[src/rtl/multdiv_seq.sv]
// rtl/multdiv_seq.sv - multicycle signed 32-bit Booth multiply / non-restoring divide sequencer
module multdiv_seq #(
   parameter int WIDTH = 32
) (
   input  logic             clock,
   input  logic             reset,
   input  logic [WIDTH-1:0] data_operandA,
   input  logic [WIDTH-1:0] data_operandB,
   input  logic             ctrl_MULT,
   input  logic             ctrl_DIV,
   output logic [WIDTH-1:0] data_result,
   output logic             data_exception,
   output logic             data_resultRDY,
   output logic             data_busy
);

   typedef enum logic [1:0] {IDLE, RUN, FIX, DONE} state_t;

   state_t           state;
   logic [4:0]       counter;
   logic [WIDTH:0]   acc;       // Booth high word / signed partial remainder
   logic [WIDTH-1:0] q;         // Booth multiplier / dividend-then-quotient
   logic             q_m1;      // Booth q-1 bit
   logic [WIDTH:0]   b_reg;     // sign-extended multiplicand or divisor magnitude
   logic             is_div;
   logic             neg_q;
   logic             div_zero;
   logic             div_ovf;

   logic             start;
   logic [WIDTH-1:0] mag_a;
   logic [WIDTH-1:0] mag_b;
   logic [WIDTH:0]   add_x;
   logic [WIDTH:0]   sum;
   logic             add_sub;
   logic [WIDTH:0]   booth_acc;
   logic [WIDTH-1:0] fix_result;
   logic             fix_exc;

   // Start detection and operand magnitudes for divide.
   always_comb begin
      start = ctrl_MULT | ctrl_DIV;
      mag_a = data_operandA[WIDTH-1] ? -data_operandA : data_operandA;
      mag_b = data_operandB[WIDTH-1] ? -data_operandB : data_operandB;
   end

   // Shared 33-bit adder/subtractor: Booth step, divide step, remainder correction.
   always_comb begin
      add_x   = acc;
      add_sub = 1'b0;
      if (state == RUN) begin
         if (is_div) begin
            add_x   = {acc[WIDTH-1:0], q[WIDTH-1]};
            add_sub = ~acc[WIDTH];
         end else begin
            add_sub = q[0] & ~q_m1;
         end
      end
      sum = add_sub ? (add_x - b_reg) : (add_x + b_reg);
      booth_acc = (q[0] ^ q_m1) ? sum : acc;
   end

   // Final result and exception selection used on the FIX to DONE edge.
   always_comb begin
      fix_result = q;
      fix_exc    = 1'b0;
      if (!is_div) begin
         fix_exc = ~((&{acc[WIDTH-2:0], q[WIDTH-1]}) | ~(|{acc[WIDTH-2:0], q[WIDTH-1]}));
      end else if (div_zero) begin
         fix_result = '0;
         fix_exc    = 1'b1;
      end else if (div_ovf) begin
         fix_result = {1'b1, {(WIDTH-1){1'b0}}};
         fix_exc    = 1'b1;
      end else if (neg_q) begin
         fix_result = -q;
      end
   end

   // Sequencer: latch on start (aborting any op in flight), iterate, fix up, pulse ready.
   always_ff @(posedge clock) begin
      if (reset) begin
         state          <= IDLE;
         counter        <= '0;
         acc            <= '0;
         q              <= '0;
         q_m1           <= 1'b0;
         b_reg          <= '0;
         is_div         <= 1'b0;
         neg_q          <= 1'b0;
         div_zero       <= 1'b0;
         div_ovf        <= 1'b0;
         data_result    <= '0;
         data_exception <= 1'b0;
         data_resultRDY <= 1'b0;
         data_busy      <= 1'b0;
      end else if (start) begin
         state          <= RUN;
         counter        <= '0;
         acc            <= '0;
         q_m1           <= 1'b0;
         is_div         <= ~ctrl_MULT;
         neg_q          <= data_operandA[WIDTH-1] ^ data_operandB[WIDTH-1];
         div_zero       <= (data_operandB == '0);
         div_ovf        <= (data_operandA == {1'b1, {(WIDTH-1){1'b0}}}) && (&data_operandB);
         data_resultRDY <= 1'b0;
         data_busy      <= 1'b1;
         if (ctrl_MULT) begin
            q     <= data_operandA;
            b_reg <= {data_operandB[WIDTH-1], data_operandB};
         end else begin
            q     <= mag_a;
            b_reg <= {1'b0, mag_b};
         end
      end else begin
         case (state)
            IDLE: begin
               data_resultRDY <= 1'b0;
            end
            RUN: begin
               if (is_div) begin
                  acc <= sum;
                  q   <= {q[WIDTH-2:0], ~sum[WIDTH]};
               end else begin
                  acc  <= {booth_acc[WIDTH], booth_acc[WIDTH:1]};
                  q    <= {booth_acc[0], q[WIDTH-1:1]};
                  q_m1 <= q[0];
               end
               if (counter == 5'(WIDTH - 1)) begin
                  state <= FIX;
               end else begin
                  counter <= counter + 5'd1;
               end
            end
            FIX: begin
               if (is_div && acc[WIDTH]) begin
                  acc <= sum;
               end
               data_result    <= fix_result;
               data_exception <= fix_exc;
               data_resultRDY <= 1'b1;
               state          <= DONE;
            end
            DONE: begin
               data_resultRDY <= 1'b0;
               data_busy      <= 1'b0;
               state          <= IDLE;
            end
            default: state <= IDLE;
         endcase
      end
   end

endmodule

[config.mk]
export PLATFORM = sky130hd
export DESIGN_NAME = multdiv_seq
export DESIGN_NICKNAME = d
export VERILOG_FILES = /design/src/rtl/multdiv_seq.sv
export SDC_FILE = /design/constraint.sdc
export NUM_CORES = 1
export LEC_CHECK = 0
export ABC_AREA = 1
export ABC_CLOCK_PERIOD_IN_PS = 3300
export BUFFER_PORTS_ARGS = -buffer_cell sky130_fd_sc_hd__buf_4
export CAP_MARGIN = 10
export CORE_MARGIN = 2
export CORE_UTILIZATION = 56
export DETAILED_ROUTE_END_ITERATION = 7
export PLACE_DENSITY = 0.85
export SKIP_CTS_REPAIR_TIMING = 1
export SYNTH_ARGS = -nofsm -noshare
export SYNTH_HDL_FRONTEND = slang
export SYNTH_SLANG_ARGS = --single-unit
[constraint.sdc]
create_clock -name clock -period 3.3 [get_ports clock]
set_clock_uncertainty 0.2 [all_clocks]
set_input_delay 0.495 -clock clock [delete_from_list [all_inputs] [get_ports clock]]
set_output_delay 0.495 -clock clock [all_outputs]
set_load 0.05 [all_outputs]
==> flow_metrics.env, run 1 <==
export IMPL_status="finished with violations"
export IMPL_violations="setup timing"
export IMPL_fmax_mhz=276
export IMPL_grt_remaining_overflow=0
export IMPL_initial_core_util=0.570
export IMPL_wirelength_um=48700
export IMPL_hold_viol_final=0
export IMPL_routed_via_density=5.98
export IMPL_cts_buffers=17
export IMPL_worstPathArrival_ps=3790
export IMPL_final_min_clock_period_ps=3620
export IMPL_power_density_mw_per_mm2=370
export IMPL_critPathCapture="acc[29]"
export IMPL_setup_violations=25
export IMPL_grt_max_degree=75
export IMPL_synth_distinct_cells=51
export IMPL_grt_antenna_before_repair=0
export IMPL_slew_headroom=0.504
export IMPL_grt_pass1_wl_um=70000
export IMPL_syn_to_final_growth_pct=30.5
export IMPL_cts_tree="built"
export IMPL_drive_gt1_frac=0.230
export IMPL_placedCellCount=2682
export IMPL_clk_pin_slew_ps=80
export IMPL_critPathRequiredTime_ps=3470
export IMPL_drt_iter0_drc=2158
export IMPL_post_route_util=0.744
export IMPL_cpMostUsedCell="nand2_2"
export IMPL_syn_nets=2358
export IMPL_grt_pass1_vias=13700
export IMPL_rows=55
export IMPL_wire_per_inst_um=17.8
export IMPL_r2r_end="acc[29]"
export IMPL_die_w_um=156
export IMPL_fillers=1841
export IMPL_vias=16400
export IMPL_grt_util_all_layers=0.356
export IMPL_p_sw_frac=0.388
export IMPL_finalNetCount=2557
export IMPL_numClockSinks=145
export IMPL_reg2reg_slack_ps=-320
export IMPL_antenna_left=0
export IMPL_cts_root_buf="clkbuf_16"
export IMPL_syn_area_per_cell_um2=5.76
export IMPL_cts_path_max_buffers=2
export IMPL_cp_slowest_cell="dfxtp_2"
export IMPL_synth_top_flop_cell="dfxtp_1"
export IMPL_worst_pin_slew_ps=745
export IMPL_maxSlewViolCount=0
export IMPL_hp_class="input pin to flop"
export IMPL_die_h_um=156
export IMPL_crit_start="b_reg[1]"
export IMPL_stdcell_count=2740
export IMPL_worstReg2RegStart="b_reg[1]"
export IMPL_critPathMaxFanout=4
export IMPL_drc=0
export IMPL_portBuffers=102
export IMPL_diodes=0
export IMPL_io_pins=103
export IMPL_dr_pass1_iters=7
export IMPL_end_kind="flop"
export IMPL_maxCapViolCount=0
export IMPL_hpwl_um=33400
export IMPL_start_kind="flop"
export IMPL_ys_seq_area_frac=0.225
export IMPL_fp_coreArea_mm2=0.0226
export IMPL_ys_warn_count=0
export IMPL_clkPwrFrac=0.330
export IMPL_rsz0062_at_grt="true"
export IMPL_path_class="flop to flop"
export IMPL_pwr_share_comb=0.358
export IMPL_place_gp_congestion=0.989
export IMPL_ys_ff_latch=145
export IMPL_syn_inst=2243
export IMPL_leakagePower_nw=7.76
export IMPL_synth_area_mm2=0.0129
export IMPL_p_int_mw=3.81
export IMPL_dieArea_mm2=0.0243
export IMPL_clkLatencyLatePin_ps=440
export IMPL_fin_ws_ps=-320
export IMPL_synthArstFlopShare=0
export IMPL_critPathMaxStageDelay_ps=340
export IMPL_vdd_drop_max_v=0.000358
export IMPL_worstRegToRegCells=25
export IMPL_finalCritPeriodShare=1.10
export IMPL_power_switching_mw=2.42
export IMPL_cts_max_level=4
export IMPL_power_frac_seq=0.312
export IMPL_synth_edf_count=0
-- worst min path at each step --
stage / endpoint / cells after the start / from / slack [ps]
after global placement: data_result[7] / 2 / data_result[7] / 260
after global routing: b_reg[0] / 3 / data_operandB[0] / 130
after CTS: b_reg[0] / 3 / data_operandB[0] / 130
after floorplan: b_reg[30] / 2 / b_reg[30] / 240
after detailed placement: data_result[12] / 2 / data_result[12] / 260
final: b_reg[0] / 3 / data_operandB[0] / 130
-- cells in the mapped netlist, drive strengths merged, types with 2 or more instances --
| library cell | count | area [um2] |
|---|---|---|
| nor3 | 43 | 268 |
| xor2 | 44 | 385 |
| a21oi | 199 | 996 |
| o21bai | 4 | 30.0 |
| a31oi | 26 | 163 |
| ha | 46 | 576 |
| o21ai | 221 | 1120 |
| clkinv | 3 | 11.3 |
| nor4 | 29 | 181 |
| nand3 | 157 | 811 |
| xnor2 | 15 | 131 |
| nand3b | 13 | 97.6 |
| nor2 | 198 | 791 |
| a211oi | 2 | 15.0 |
| o22ai | 3 | 18.8 |
| or2 | 9 | 56.3 |
| nand2 | 614 | 2320 |
| clkbuf | 66 | 248 |
| dfxtp | 145 | 2900 |
| and2 | 2 | 12.5 |
| inv | 323 | 1210 |
| o31ai | 5 | 37.5 |
| a21o | 6 | 45.0 |
| buf | 19 | 98.8 |
| nand4 | 32 | 213 |
| o211ai | 8 | 60.1 |
-- power by group through the flow --
stage	combinational, mW	clock [mW]	sequential (mW)
final	2.23	2.06	1.95
after global routing	2.39	2.13	1.95
after CTS	1.75	2.04	1.93
after detailed placement	1.74	0	1.97
after global placement	1.71	0	1.96
after floorplan	1.07	0	1.94
-- logic make-up after synthesis --
kind of cell | share of synthesized area
AND/OR/NAND/NOR | 0.368
AO/OA/AOI/OAI | 0.198
buffers and inverters | 0.122
flip-flops | 0.225
XOR/XNOR | 0.0400
adder cells (fa/ha/maj) | 0.0461
multiplexers | 0.000775
-- critical path: cells and delay by family, from the launching register on --
family / cells / cell delay (ps)
buffers and inverters: 3 / 240
AO/OA/AOI/OAI: 1 / 130
flip-flops: 1 / 340
AND/OR/NAND/NOR: 20 / 2330
adder cells (fa/ha/maj): 1 / 280
-- cell usage in the layout (no fill, tap or decap), types with 17 or more instances in the layout --
cell       synthesis  final
buf_4              1    251
nand2_1          607    536
nor4_1            29     27
nand3_1          152    144
nand4_1           30     30
nor2_4             4     18
o21ai_0          214    200
inv_2              5     17
clkbuf_16          0     19
inv_1            318    302
a31oi_1           26     26
ha_1              46     21
a21oi_2            0     21
nand2_2            7     66
dfxtp_1          145    140
nor2_1           187    154
ha_4               0     22
nor2_2             7     26
xor2_1            44     28
a21oi_1          199    172
nor3_1            35     27
-- cell type report --
class | count | area (um2) | share of cell area
Sequential cell | 145 | 2910 | 0.173
Timing Repair Buffer | 265 | 2130 | 0.126
Clock inverter | 14 | 164 | 0.00973
Clock buffer | 18 | 439 | 0.0261
Multi-Input combinational cell | 1687 | 9610 | 0.571
Inverter | 326 | 1240 | 0.0734
Tap cell | 285 | 357 | 0.0212
-- routing by layer --
| layer | routed length (um) | track usage | up-vias |
|---|---|---|---|
| met5 | 0 | 0 | - |
| li1 | - | - | 7713 |
| met1 | 20000 | 0.509 | 7493 |
| met4 | 1810 | 0.0843 | 0 |
| met2 | 22000 | 0.567 | 967 |
| met3 | 4870 | 0.0517 | 208 |
-- metrics by stage --
step	hold slack [ps]	setup WS [ps]	power, mW	cell area, um2	setup TNS [ps]
after global placement	256	-294	3.68	14800	-3870
after detailed placement	256	-343	3.71	14800	-5380
after global routing	127	-500	6.47	16800	-9520
after floorplan	244	27.8	3.01	12900	0
after CTS	131	-422	5.72	15400	-6810
final	129	-320	6.23	16800	-5370
Note: power is estimated with default switching activity, not from simulation.
==> run 2, diff against run 1 <==
- CELL_PAD_IN_SITES_DETAIL_PLACEMENT: unset -> 1
- CELL_PAD_IN_SITES_GLOBAL_PLACEMENT: unset -> 1
- CORE_UTILIZATION: 56 -> 38
- PLACE_DENSITY: 0.85 -> 0.84
==> flow_metrics.env, run 2 (synthesis gave the netlist of run 1 again) <==
export IMPL_wirelength_um=68100
export IMPL_dieArea_mm2=0.0355
export IMPL_stdcell_area_mm2=0.0177
export IMPL_start_kind="flop"
export IMPL_vdd_drop_max_v=0.000470
export IMPL_mostFrequentLayoutCell="nand2_1"
export IMPL_io_pins=103
export IMPL_drive_gt1_frac=0.273
export IMPL_end_kind="flop"
export IMPL_status="finished with violations"
export IMPL_leakagePower_nw=8.08
export IMPL_critPathRequiredTime_ps=3480
export IMPL_fin_ws_ps=-857
export IMPL_finalCritPeriodShare=1.26
export IMPL_cts_buffers=17
export IMPL_clk_pin_slew_ps=70
export IMPL_numClockSinks=145
export IMPL_syn_to_final_growth_pct=37.4
export IMPL_cts_max_level=4
export IMPL_placed_area_mm2=0.0151
export IMPL_critPathMaxFanout=4
export IMPL_slew_headroom=0.474
export IMPL_place_gp_congestion=0.936
export IMPL_grt_util_all_layers=0.293
export IMPL_clkLatencyLatePin_ps=460
export IMPL_grt_max_degree=76
export IMPL_hold_viol_final=0
export IMPL_final_min_clock_period_ps=4160
export IMPL_drt_iter0_drc=1897
export IMPL_vias=17800
export IMPL_routed_via_density=6.05
export IMPL_cts_path_max_buffers=2
export IMPL_finalNetCount=2592
export IMPL_power_density_mw_per_mm2=370
export IMPL_dp_slack_ps=-411
export IMPL_cts_tree="built"
export IMPL_initial_core_util=0.385
export IMPL_dr_pass1_iters=6
export IMPL_die_w_um=188
export IMPL_maxSlewViolCount=0
export IMPL_maxCapViolCount=0
export IMPL_fillers=4533
export IMPL_grt_pass1_wl_um=84100
export IMPL_worst_pin_slew_ps=781
export IMPL_placedCellCount=2866
export IMPL_setup_violations=26
export IMPL_hpwl_um=40700
export IMPL_portBuffers=102
export IMPL_worstPathArrival_ps=4340
export IMPL_rsz0062_at_grt="true"
export IMPL_cts_root_buf="clkbuf_16"
export IMPL_die_h_um=188
export IMPL_violations="setup timing"
export IMPL_fp_coreArea_mm2=0.0335
export IMPL_final_cell_mix="nand2_1 (496), inv_1 (294), buf_4 (280)"
export IMPL_drc=0
export IMPL_rows=67
export IMPL_fmax_mhz=241
export IMPL_reg2reg_slack_ps=-860
export IMPL_path_class="flop to flop"
export IMPL_crit_start="b_reg[2]"
export IMPL_worstReg2RegStart="b_reg[2]"
export IMPL_grt_antenna_before_repair=2
export IMPL_stdcell_count=2938
export IMPL_antenna_left=0
export IMPL_grt_pass1_vias=16000
export IMPL_hp_start="data_operandB[0]"
export IMPL_hp_class="input pin to flop"
export IMPL_wire_per_inst_um=23.2
export IMPL_grt_remaining_overflow=0
[run 2: cell types whose count changed in the layout (fill, tap and decap cells not counted), sizes merged]
cell    previous run  this run
buf              263       299
clkbuf            20        19
bufinv             1         2
diode              0         1
inv              330       328
[run 2: critical path: stages (launching register included)]
cell,delay [ps]
dfxtp_2,340
inv_2,90
nand3_4,100
nor2_4,120
nand2_2,80
nor2_4,160
nand4_4,130
nor2_4,230
nand2_4,110
nor2_4,130
nand3_2,100
nand2_1,110
nand2_1,60
nand2_1,80
inv_1,150
ha_4,360
nand2_4,90
nor2_1,450
nor2_1,160
o21ai_2,130
a21oi_4,60
nand3_1,150
nand3_2,160
nand2_2,100
nand3_2,70
a21oi_2,150
[run 2: stage by stage]
| step | total power [mW] | TNS, ps | util | hold WS, ps |
|---|---|---|---|---|
| 4_1_cts | 5.81 | -8410 | 0.468 | 82.6 |
| 6_report | 6.56 | -13000 | 0.529 | 131 |
| 2_1_floorplan | 3.01 | 0 | - | 244 |
| 3_5_place_dp | 3.81 | -7260 | 0.451 | 256 |
| 5_1_grt | 6.74 | -18490 | 0.529 | 145 |
| 3_3_place_gp | 3.74 | -4670 | 0.451 | 256 |
[run 2: path summary, 6_finish.rpt]
check                         end  depth (start not counted)
hold reg to reg   data_result[23]                          2
setup / recovery          acc[29]                         25
setup reg to reg          acc[29]                         25
hold / removal           b_reg[0]                          3
[run 2: layout make-up]
type	instances	area (um2)	area share
Tap cell	448	561	0.0316
Sequential cell	145	2910	0.164
Antenna cell	1	2.50	0.000141
Timing Repair Buffer	300	2410	0.136
Inverter	326	1240	0.0699
Multi-Input combinational cell	1687	10000	0.566
Clock buffer	18	429	0.0242
Clock inverter	13	151	0.00854
[run 2: power by group]
group	internal (mW)	leakage, nW	switching (mW)
Clock	1.13	0.281	0.922
Combinational	0.942	6.61	1.61
Sequential	1.84	1.19	0.123
[run 2: routing by layer]
layer  routed length [um]  global-route usage  up-vias
met4                 4500              0.0616        2
met3                 6260              0.0345      354
met5                   13                   0        -
met1                26300               0.412     8572
li1                     -                   -     7755
met2                31000               0.482     1081
==> run 3, diff against run 2 <==
- BUFFER_PORTS_ARGS: -buffer_cell sky130_fd_sc_hd__buf_4 -> unset
- CORE_UTILIZATION: 38 -> 41
- DONT_BUFFER_PORTS: unset -> 1
- PLACE_DENSITY: 0.84 -> 0.85
==> flow_metrics.env, run 3 (synthesis gave the netlist of run 1 again) <==
export IMPL_status="finished with violations"
export IMPL_violations="hold timing, setup timing"
export IMPL_pwr_share_comb=0.358
export IMPL_drive_gt1_frac=0.198
export IMPL_clk_pin_slew_ps=70
export IMPL_grt_util_all_layers=0.309
export IMPL_numClockSinks=145
export IMPL_cts_path_max_buffers=2
export IMPL_wirelength_um=63800
export IMPL_grt_pass1_vias=15500
export IMPL_dieArea_mm2=0.0329
export IMPL_tns_ps=-11670
export IMPL_hold_worst_slack_ps=-13.2
export IMPL_rows=64
export IMPL_maxSlewViolCount=0
export IMPL_end_kind="flop"
export IMPL_power_frac_seq=0.311
export IMPL_die_h_um=181
export IMPL_cts_buffers=17
export IMPL_wl_met3_um=6250
export IMPL_worst_pin_slew_ps=866
export IMPL_path_class="flop to flop"
export IMPL_power_density_mw_per_mm2=391
export IMPL_die_w_um=181
export IMPL_dr_wl_met2_um=28700
export IMPL_io_pins=103
export IMPL_rsz0062_at_grt="true"
export IMPL_portBuffers=0
export IMPL_final_min_clock_period_ps=3990
export IMPL_fp_coreArea_mm2=0.0308
export IMPL_cts_tree="built"
export IMPL_leakagePower_nw=7.23
export IMPL_p_sw_frac=0.401
export IMPL_setup_violations=29
export IMPL_dr_pass1_iters=8
export IMPL_finalCritPeriodShare=1.21
export IMPL_diodes=0
export IMPL_vias=17000
export IMPL_drc=0
export IMPL_routed_via_density=6.20
export IMPL_grt_max_degree=76
export IMPL_routed_top_layer="met4"
export IMPL_grt_remaining_overflow=0
export IMPL_hold_viol_final=3
export IMPL_hp_class="input pin to flop"
export IMPL_grt_pass1_wl_um=81500
export IMPL_cts_root_buf="clkbuf_16"
export IMPL_vdd_drop_max_v=0.000360
export IMPL_min_path_cells=2
export IMPL_cts_max_level=4
export IMPL_clkPwrFrac=0.332
export IMPL_antenna_left=0
export IMPL_critPathMaxFanout=4
export IMPL_worstRegToRegCells=22
export IMPL_wire_per_inst_um=23.2
export IMPL_worstPathArrival_ps=4120
export IMPL_fin_ws_ps=-690
export IMPL_mostFrequentLayoutCell="nand2_1"
export IMPL_place_gp_congestion=0.962
export IMPL_finalNetCount=2454
export IMPL_final_cell_mix="nand2_1 (531), inv_1 (302), o21ai_0 (187)"
export IMPL_clkLatencyLatePin_ps=460
export IMPL_slew_headroom=0.418
export IMPL_p_int_mw=3.79
export IMPL_finalPower_mw=6.32
export IMPL_syn_to_final_growth_pct=25.2
export IMPL_power_switching_mw=2.53
export IMPL_grt_antenna_before_repair=0
export IMPL_initial_core_util=0.419
export IMPL_maxCapViolCount=0
export IMPL_critPathRequiredTime_ps=3430
export IMPL_drt_iter0_drc=1769
export IMPL_drt_met1_wl_um=24700
export IMPL_hpwl_um=39300
export IMPL_fmax_mhz=251
export IMPL_start_kind="flop"
[run 3: cell count changes in the layout (fill, tap and decap cells not counted), moves of 11 or more]
| cell | delta |
|---|---|
| nand2_1 | +35 |
| nor2_1 | +11 |
| buf_4 | -130 |
| nand2_2 | -22 |
| nand2_4 | -12 |
[run 3: cell type report]
| type | instances | area, um2 |
|---|---|---|
| inverter | 326 | 1230 |
| sequential | 145 | 2910 |
| fill | 4135 | 14700 |
| tap | 396 | 495 |
| clock inverter | 14 | 171 |
| multi-input combinational | 1687 | 9590 |
| timing repair buffer | 162 | 1340 |
| clock buffer | 18 | 429 |
[run 3: path summary, 6_finish.rpt]
check                           slack (ps)          to             start
worst max-delay path                  -690     acc[31]          b_reg[1]
worst max register to register        -690     acc[31]          b_reg[1]
worst min register to register         300  counter[1]        counter[1]
worst min-delay path                   -10    b_reg[0]  data_operandB[0]
[run 3: through the flow]
step,worst slack [ps],cell area [um2],utilization,std cells
after floorplan,27.8,12900,-,2243
after global placement,-207,14200,0.460,2696
after detailed placement,-392,14200,0.460,2696
after CTS,-404,14800,0.479,2728
after global routing,-874,16200,0.524,2748
final,-690,16200,0.524,2748
[run 3: worst max-delay path, stage by stage (launching register included)]
cell     delay, ps
dfxtp_1        320
inv_2          100
ha_1           190
nand3_1        150
nor2_2         160
nand2_2         90
nor2_4         240
a41oi_4        220
a21oi_2        230
o21ai_1        120
xor2_1         160
ha_1           320
inv_1          110
nor3_2         260
nand2_1        120
nor2_1         170
nand2_1        140
nand2_1        120
nand2_1         90
nand2_1         70
nand2_1         70
nand3_1        120
a21oi_1         70
[run 3: per-layer routing]
metal,global-route usage,up-vias
met3,0.0678,331
met1,0.414,8153
met4,0.105,0
met2,0.492,1062
li1,-,7492
met5,0,-
[run 3: power by group through the flow]
stage               clock (mW)  sequential [mW]  combinational, mW
floorplan                    0             1.94               1.07
global placement             0             1.97               1.62
finish                    2.09             1.96               2.26
CTS                       2.08             1.94               1.72
global route              2.16             1.97               2.39
detailed placement           0             1.98               1.70
